## src/rtl/csrs_access_ctrl.sv

```systemverilog
// csrs_access_ctrl: sequencer between the execute stage and the CSR banks.
// It takes one Zicsr instruction at a time. It reads the old CSR value
// through the RDEN/RADDR -> RVALID/RDATA port and computes the new value for
// CSRRW/RS/RC and their immediate forms. It then issues a single-cycle write
// and returns the old value to the pipeline.
// Optional feature macro: CSRS_ACC_TIMEOUT_EN. When it is defined, a read that
// gets no RVALID within TIMEOUT_CYCLES WAIT cycles is answered with RESP_EXC.
module csrs_access_ctrl #(
  parameter int TIMEOUT_CYCLES = 16
) (
  input  logic        CLK,
  input  logic        RST,
  input  logic        REQ_VALID,
  output logic        REQ_READY,
  input  logic [11:0] REQ_ADDR,
  input  logic [2:0]  REQ_FUNCT3,
  input  logic [31:0] REQ_SRC,
  input  logic [4:0]  REQ_ZIMM,
  input  logic        REQ_RS1_ZERO,
  input  logic        REQ_RD_ZERO,
  output logic        RESP_VALID,
  input  logic        RESP_READY,
  output logic [31:0] RESP_DATA,
  output logic        RESP_EXC,
  output logic        CSR_RDEN,
  output logic [11:0] CSR_RADDR,
  input  logic        CSR_RVALID,
  input  logic [31:0] CSR_RDATA,
  output logic        CSR_WREN,
  output logic [11:0] CSR_WADDR,
  output logic [31:0] CSR_WDATA
);

  typedef enum logic [2:0] {
    S_IDLE  = 3'd0,
    S_READ  = 3'd1,
    S_WAIT  = 3'd2,
    S_WRITE = 3'd3,
    S_RESP  = 3'd4
  } state_t;

  state_t      state;
  state_t      state_nxt;

  logic        accept;
  logic        rd_need;
  logic        wr_need;
  logic        illegal;
  logic [31:0] op;
  logic        timeout;

  // Latched transaction context. The data registers carry no reset because
  // every output that shows them is gated by the state.
  logic [11:0] addr_q;
  logic [1:0]  kind_q;
  logic [31:0] op_q;
  logic [31:0] old_q;
  logic        wr_need_q;
  logic        exc_q;
  logic [31:0] new_val;

  assign accept  = REQ_VALID && (state == S_IDLE);
  assign op      = REQ_FUNCT3[2] ? {27'b0, REQ_ZIMM} : REQ_SRC;
  assign rd_need = !((REQ_FUNCT3[1:0] == 2'b01) && REQ_RD_ZERO);
  assign wr_need = (REQ_FUNCT3[1:0] == 2'b01) ||
                   (REQ_FUNCT3[2] ? (REQ_ZIMM != 5'd0) : !REQ_RS1_ZERO);
  // Writes to the read-only CSR quadrant (addr[11:10] == 11) are illegal.
  assign illegal = (REQ_FUNCT3[1:0] == 2'b00) ||
                   (wr_need && (REQ_ADDR[11:10] == 2'b11));

`ifdef CSRS_ACC_TIMEOUT_EN
  localparam int CNT_W = $clog2(TIMEOUT_CYCLES + 1);
  logic [CNT_W-1:0] cnt;

  // The counter only moves in WAIT. The last silent cycle is TIMEOUT_CYCLES-1.
  assign timeout = (state == S_WAIT) && !CSR_RVALID &&
                   (cnt == CNT_W'(TIMEOUT_CYCLES - 1));

  // WAIT cycle counter: cleared while in READ, so it is zero on entry to WAIT.
  always_ff @(posedge CLK) begin
    if (!RST) begin
      cnt <= '0;
    end else if (state == S_READ) begin
      cnt <= '0;
    end else if ((state == S_WAIT) && !timeout) begin
      cnt <= cnt + 1'b1;
    end
  end
`else
  logic unused_timeout;
  assign unused_timeout = |TIMEOUT_CYCLES;
  assign timeout        = 1'b0;
`endif

  // State register and exception flag (control, reset synchronously).
  always_ff @(posedge CLK) begin
    if (!RST) begin
      state <= S_IDLE;
      exc_q <= 1'b0;
    end else begin
      state <= state_nxt;
      if (accept) begin
        exc_q <= illegal;
      end else if (timeout) begin
        exc_q <= 1'b1;
      end
    end
  end

  // Transaction context capture. old_q is cleared on accept, so a skipped
  // read, an illegal request and a timeout all report zero.
  always_ff @(posedge CLK) begin
    if (accept) begin
      addr_q    <= REQ_ADDR;
      kind_q    <= REQ_FUNCT3[1:0];
      op_q      <= op;
      wr_need_q <= wr_need;
      old_q     <= 32'd0;
    end else if ((state == S_WAIT) && CSR_RVALID) begin
      old_q     <= CSR_RDATA;
    end
  end

  // Next-state logic.
  always_comb begin
    state_nxt = state;
    case (state)
      S_IDLE: begin
        if (REQ_VALID) begin
          if (illegal)      state_nxt = S_RESP;
          else if (rd_need) state_nxt = S_READ;
          else              state_nxt = S_WRITE;
        end
      end
      S_READ:  state_nxt = S_WAIT;
      S_WAIT: begin
        if (CSR_RVALID)   state_nxt = wr_need_q ? S_WRITE : S_RESP;
        else if (timeout) state_nxt = S_RESP;
      end
      S_WRITE: state_nxt = S_RESP;
      S_RESP: begin
        if (RESP_READY) state_nxt = S_IDLE;
      end
      default: state_nxt = S_IDLE;
    endcase
  end

  // New CSR value from the latched operand and the old value.
  always_comb begin
    case (kind_q)
      2'b10:   new_val = old_q | op_q;
      2'b11:   new_val = old_q & ~op_q;
      default: new_val = op_q;
    endcase
  end

  // Moore outputs. Addresses and data are forced to zero outside their state.
  always_comb begin
    REQ_READY  = (state == S_IDLE);
    CSR_RDEN   = (state == S_READ);
    CSR_RADDR  = (state == S_READ) ? addr_q : 12'd0;
    CSR_WREN   = (state == S_WRITE);
    CSR_WADDR  = (state == S_WRITE) ? addr_q : 12'd0;
    CSR_WDATA  = (state == S_WRITE) ? new_val : 32'd0;
    RESP_VALID = (state == S_RESP);
    RESP_EXC   = (state == S_RESP) && exc_q;
    RESP_DATA  = ((state == S_RESP) && !exc_q) ? old_q : 32'd0;
  end

endmodule
```

## config.mk

```make
export PLATFORM = sky130hd
export DESIGN_NAME = csrs_access_ctrl
export DESIGN_NICKNAME = d
export VERILOG_FILES = /design/src/rtl/csrs_access_ctrl.sv
export SDC_FILE = /design/constraint.sdc
export NUM_CORES = 1
export LEC_CHECK = 0
export BUFFER_PORTS_ARGS = -buffer_cell sky130_fd_sc_hd__buf_2
export CELL_PAD_IN_SITES_DETAIL_PLACEMENT = 0
export CELL_PAD_IN_SITES_GLOBAL_PLACEMENT = 2
export CORE_MARGIN = 2
export CORE_UTILIZATION = 26
export CTS_BUF_LIST = sky130_fd_sc_hd__clkbuf_16
export CTS_CLUSTER_SIZE = 30
export DETAILED_ROUTE_END_ITERATION = 8
export PLACE_DENSITY = 0.84
export SYNTH_ARGS = -nofsm -noshare
export SYNTH_HDL_FRONTEND = slang
export SYNTH_SLANG_ARGS = --single-unit
export TNS_END_PERCENT = 20
```

## constraint.sdc

```tcl
create_clock -name CLK -period 2.08 [get_ports CLK]
set_input_delay 0.208 -clock CLK [delete_from_list [all_inputs] [get_ports CLK]]
set_output_delay 0.208 -clock CLK [all_outputs]
set_load 0.1 [all_outputs]
```

==> qor.csv <==
metric;value;unit
Yosys reg bits;83;
later-pin clock latency in the skew report;0.34;ns
number of distinct library cells after synthesis;34;
routed via count;3913;
postcts setup bufs;0;
Final setup viols;0;
clk_skew;0.00620;ns
syn nets;558;
drt first-iter violations;158;
status;completed;
Power Dens Cells;702;mW/mm²
Place WS;0.279;ns
Met2 Wirelength;6300;µm
die area;0.0165;mm²
Site Rows;45;
number of I/O pins;184;
post-route clock period utilization;94.8;%
R2R Setup Slk;0.47;ns
CTS Buf Count;9;
Crit. End Element;primary output;
Worst Tran Pin Value;0.495;ns
IO Port Bufs;183;
Overflow after GRT;0;
final worst slack;0.108;ns
Root Driver;clkbuf_16;
Pleak;2.66;nW
CTS tree;built;
Initial Util;26.5;%
Max-cap violations;0;
Met3 Wirelength;1100;µm
Clock Tree Buf Depth;2;
max-slew violation count;0;
layout cell share with drive strength beyond 1;46.0;%
Area Overhead vs Synth;59.4;%
Core Area;0.0152;mm²
Final min period;1.97;ns
# fillers;1510;
unrepaired setup endpoints after global routing;no;
worst r2r src;state[1];
Worst R2R Path Depth;6;
# nets final;740;
Worst Hold Margin;0.0324;ns
Worst R2R End;old_q[3];
crit path capture;CSR_WADDR[0];
GP Congestion;0.795;
routed vias/inst;4.65;
n_diodes;0;
Worst-path clk slew;0.06;ns
initial antenna violation count;0;
Slew headroom;67.2;%
Hold Path Depth;1;
die width;129;µm
critical path arrival;1.76;ns
wl on met1;5490;µm
Seq/Total Area, Yosys;52.9;%
Detailed Route WL;13100;µm
hold buffer count at cts;0;
CP Launch Type;flip-flop;
Critical Path RT;1.87;ns
Finished Core Util;42.3;%
largest net degree at the start of global routing;34;
Crit Path Max Fanout;15;
maximum clock rate;0.507;GHz
synthesized area;0.00403;mm²
final hold vios;0;
GR Util All Layers;16.0;%
post-route ant nets;0;
detailed placement HPWL;9760;µm
total of warnings raised by yosys;0;
die height;129;µm
H-tree lvl count;3;
top sig layer;met4;
synthesized instance count;467;
VDD IR-drop max;0.000312;V
first-pass GRT wire length;20300;µm
critical path type;reg2out;
drt first pass iters;4;
detailed-route DRC error count;0;
vias in the first global route;3928;
post-DR wirelength/cell;15.6;µm
clk sinks;83;
worst setup path start;state[1];
HP Class;in2reg;
synthesized area per cell;8.63;µm²
[sequential cells by signal, summed over array words and instances, names as in the netlist]
name and flops:
op_q 32, state 3, wr_need_q 1, addr_q 12, exc_q 1, kind_q 2, old_q 32
[routing by layer]
layer / track usage [%] / up-vias
met2: 27.0 / 154
met4: 6.14 / 0
li1: - / 1916
met1: 19.3 / 1828
met3: 4.78 / 15
met5: 0 / -
[cells in the mapped netlist, drive strengths merged]
cell,number,area (µm²)
o31a,1,8.76
buf,8,61.3
nand4,1,6.26
a21o,2,15.0
o21a,1,7.51
nand2,100,375
o32ai,1,16.3
nor4b,1,8.76
nand2b,1,6.26
and2,46,288
a221oi,1,8.76
and2b,1,7.51
nor3b,1,7.51
nor2,66,248
a21oi,65,325
or4b,1,10.0
edfxtp,47,1410
inv,4,15.0
o21ai,6,30.0
nor2b,29,184
and3b,1,8.76
nand3,1,5.00
nor3,1,5.00
mux2,5,56.3
a211oi,1,7.51
nand4b,1,8.76
dfxtp,36,721
clkbuf,24,90.1
nand3b,1,7.51
and3,13,81.3
[logic make-up (layout without fill, tap and decap cells)]
family	after synthesis	count (layout)	synth area share (%)
AO/OA/AOI/OAI	78	78	10.4
flip-flops	83	83	52.9
buffers and inverters	36	223	4.13
AND/OR/NAND/NOR	265	265	31.2
multiplexers	5	5	1.40
[stage by stage]
step | total power, mW | TNS (ns) | cells | instance area, µm²
2_1_floorplan | 2.62 | -5.58 | 467 | 4190
3_5_place_dp | 2.99 | 0 | 826 | 6040
5_1_grt | 4.71 | 0 | 842 | 6430
6_report | 4.51 | 0 | 842 | 6430
3_3_place_gp | 2.97 | 0 | 826 | 6040
4_1_cts | 4.57 | 0 | 842 | 6410
[cells in the final DEF, fill, tap and decap left out, types with 2 or more instances in the layout]
master,instances
clkbuf_16,9
clkinv_2,2
nor2_2,31
nor2_1,34
buf_4,48
dfxtp_1,33
inv_1,4
o21ai_1,3
buf_6,2
nor2b_1,28
edfxtp_1,47
and3_1,13
and2_2,40
o21ai_0,3
nand2_1,99
dfxtp_2,2
and2_1,5
a21oi_1,65
buf_2,105
clkinv_1,3
a21o_1,2
buf_12,48
mux2_2,5
[report_power, final]
| part | switching (mW) | internal (mW) | leakage (nW) |
|---|---|---|---|
| Combinational | 0.618 | 0.324 | 1.77 |
| Sequential | 0.0922 | 1.91 | 0.750 |
| Clock | 0.652 | 0.913 | 0.138 |
[how the worst min path moves through the flow]
stage / start / endpoint / slack (ns)
floorplan: REQ_ADDR[0] / addr_q[0] / 0.31
global placement: REQ_ADDR[2] / addr_q[2] / 0.38
detailed placement: REQ_ADDR[9] / addr_q[9] / 0.39
CTS: REQ_ADDR[0] / addr_q[0] / 0.02
global route: REQ_ADDR[8] / addr_q[8] / 0.02
finish: REQ_ADDR[0] / addr_q[0] / 0.03
[final cells by class]
| type | count | area [µm²] | share of cell area, % |
|---|---|---|---|
| Clock buffer | 9 | 225 | 3.50 |
| Clock inverter | 7 | 58.8 | 0.915 |
| Inverter | 4 | 15.0 | 0.234 |
| Multi-Input combinational cell | 348 | 1880 | 29.3 |
| Sequential cell | 83 | 2140 | 33.3 |
| Tap cell | 188 | 235 | 3.66 |
| Timing Repair Buffer | 203 | 1870 | 29.1 |
[critical path, stage by stage (launching register included)]
cell	delay [ns]
dfxtp_4	0.41
nor2b_2	0.19
buf_4	0.21
and3_1	0.17
buf_2	0.42
[timing repair]
action / CTS / global route
gates cloned: 0 / 0
endpoints found under the setup margin: 61 / 33
pin swaps: 0 / 0
gates resized for setup: 33 / 7
Power figures use the tool's default switching activity.
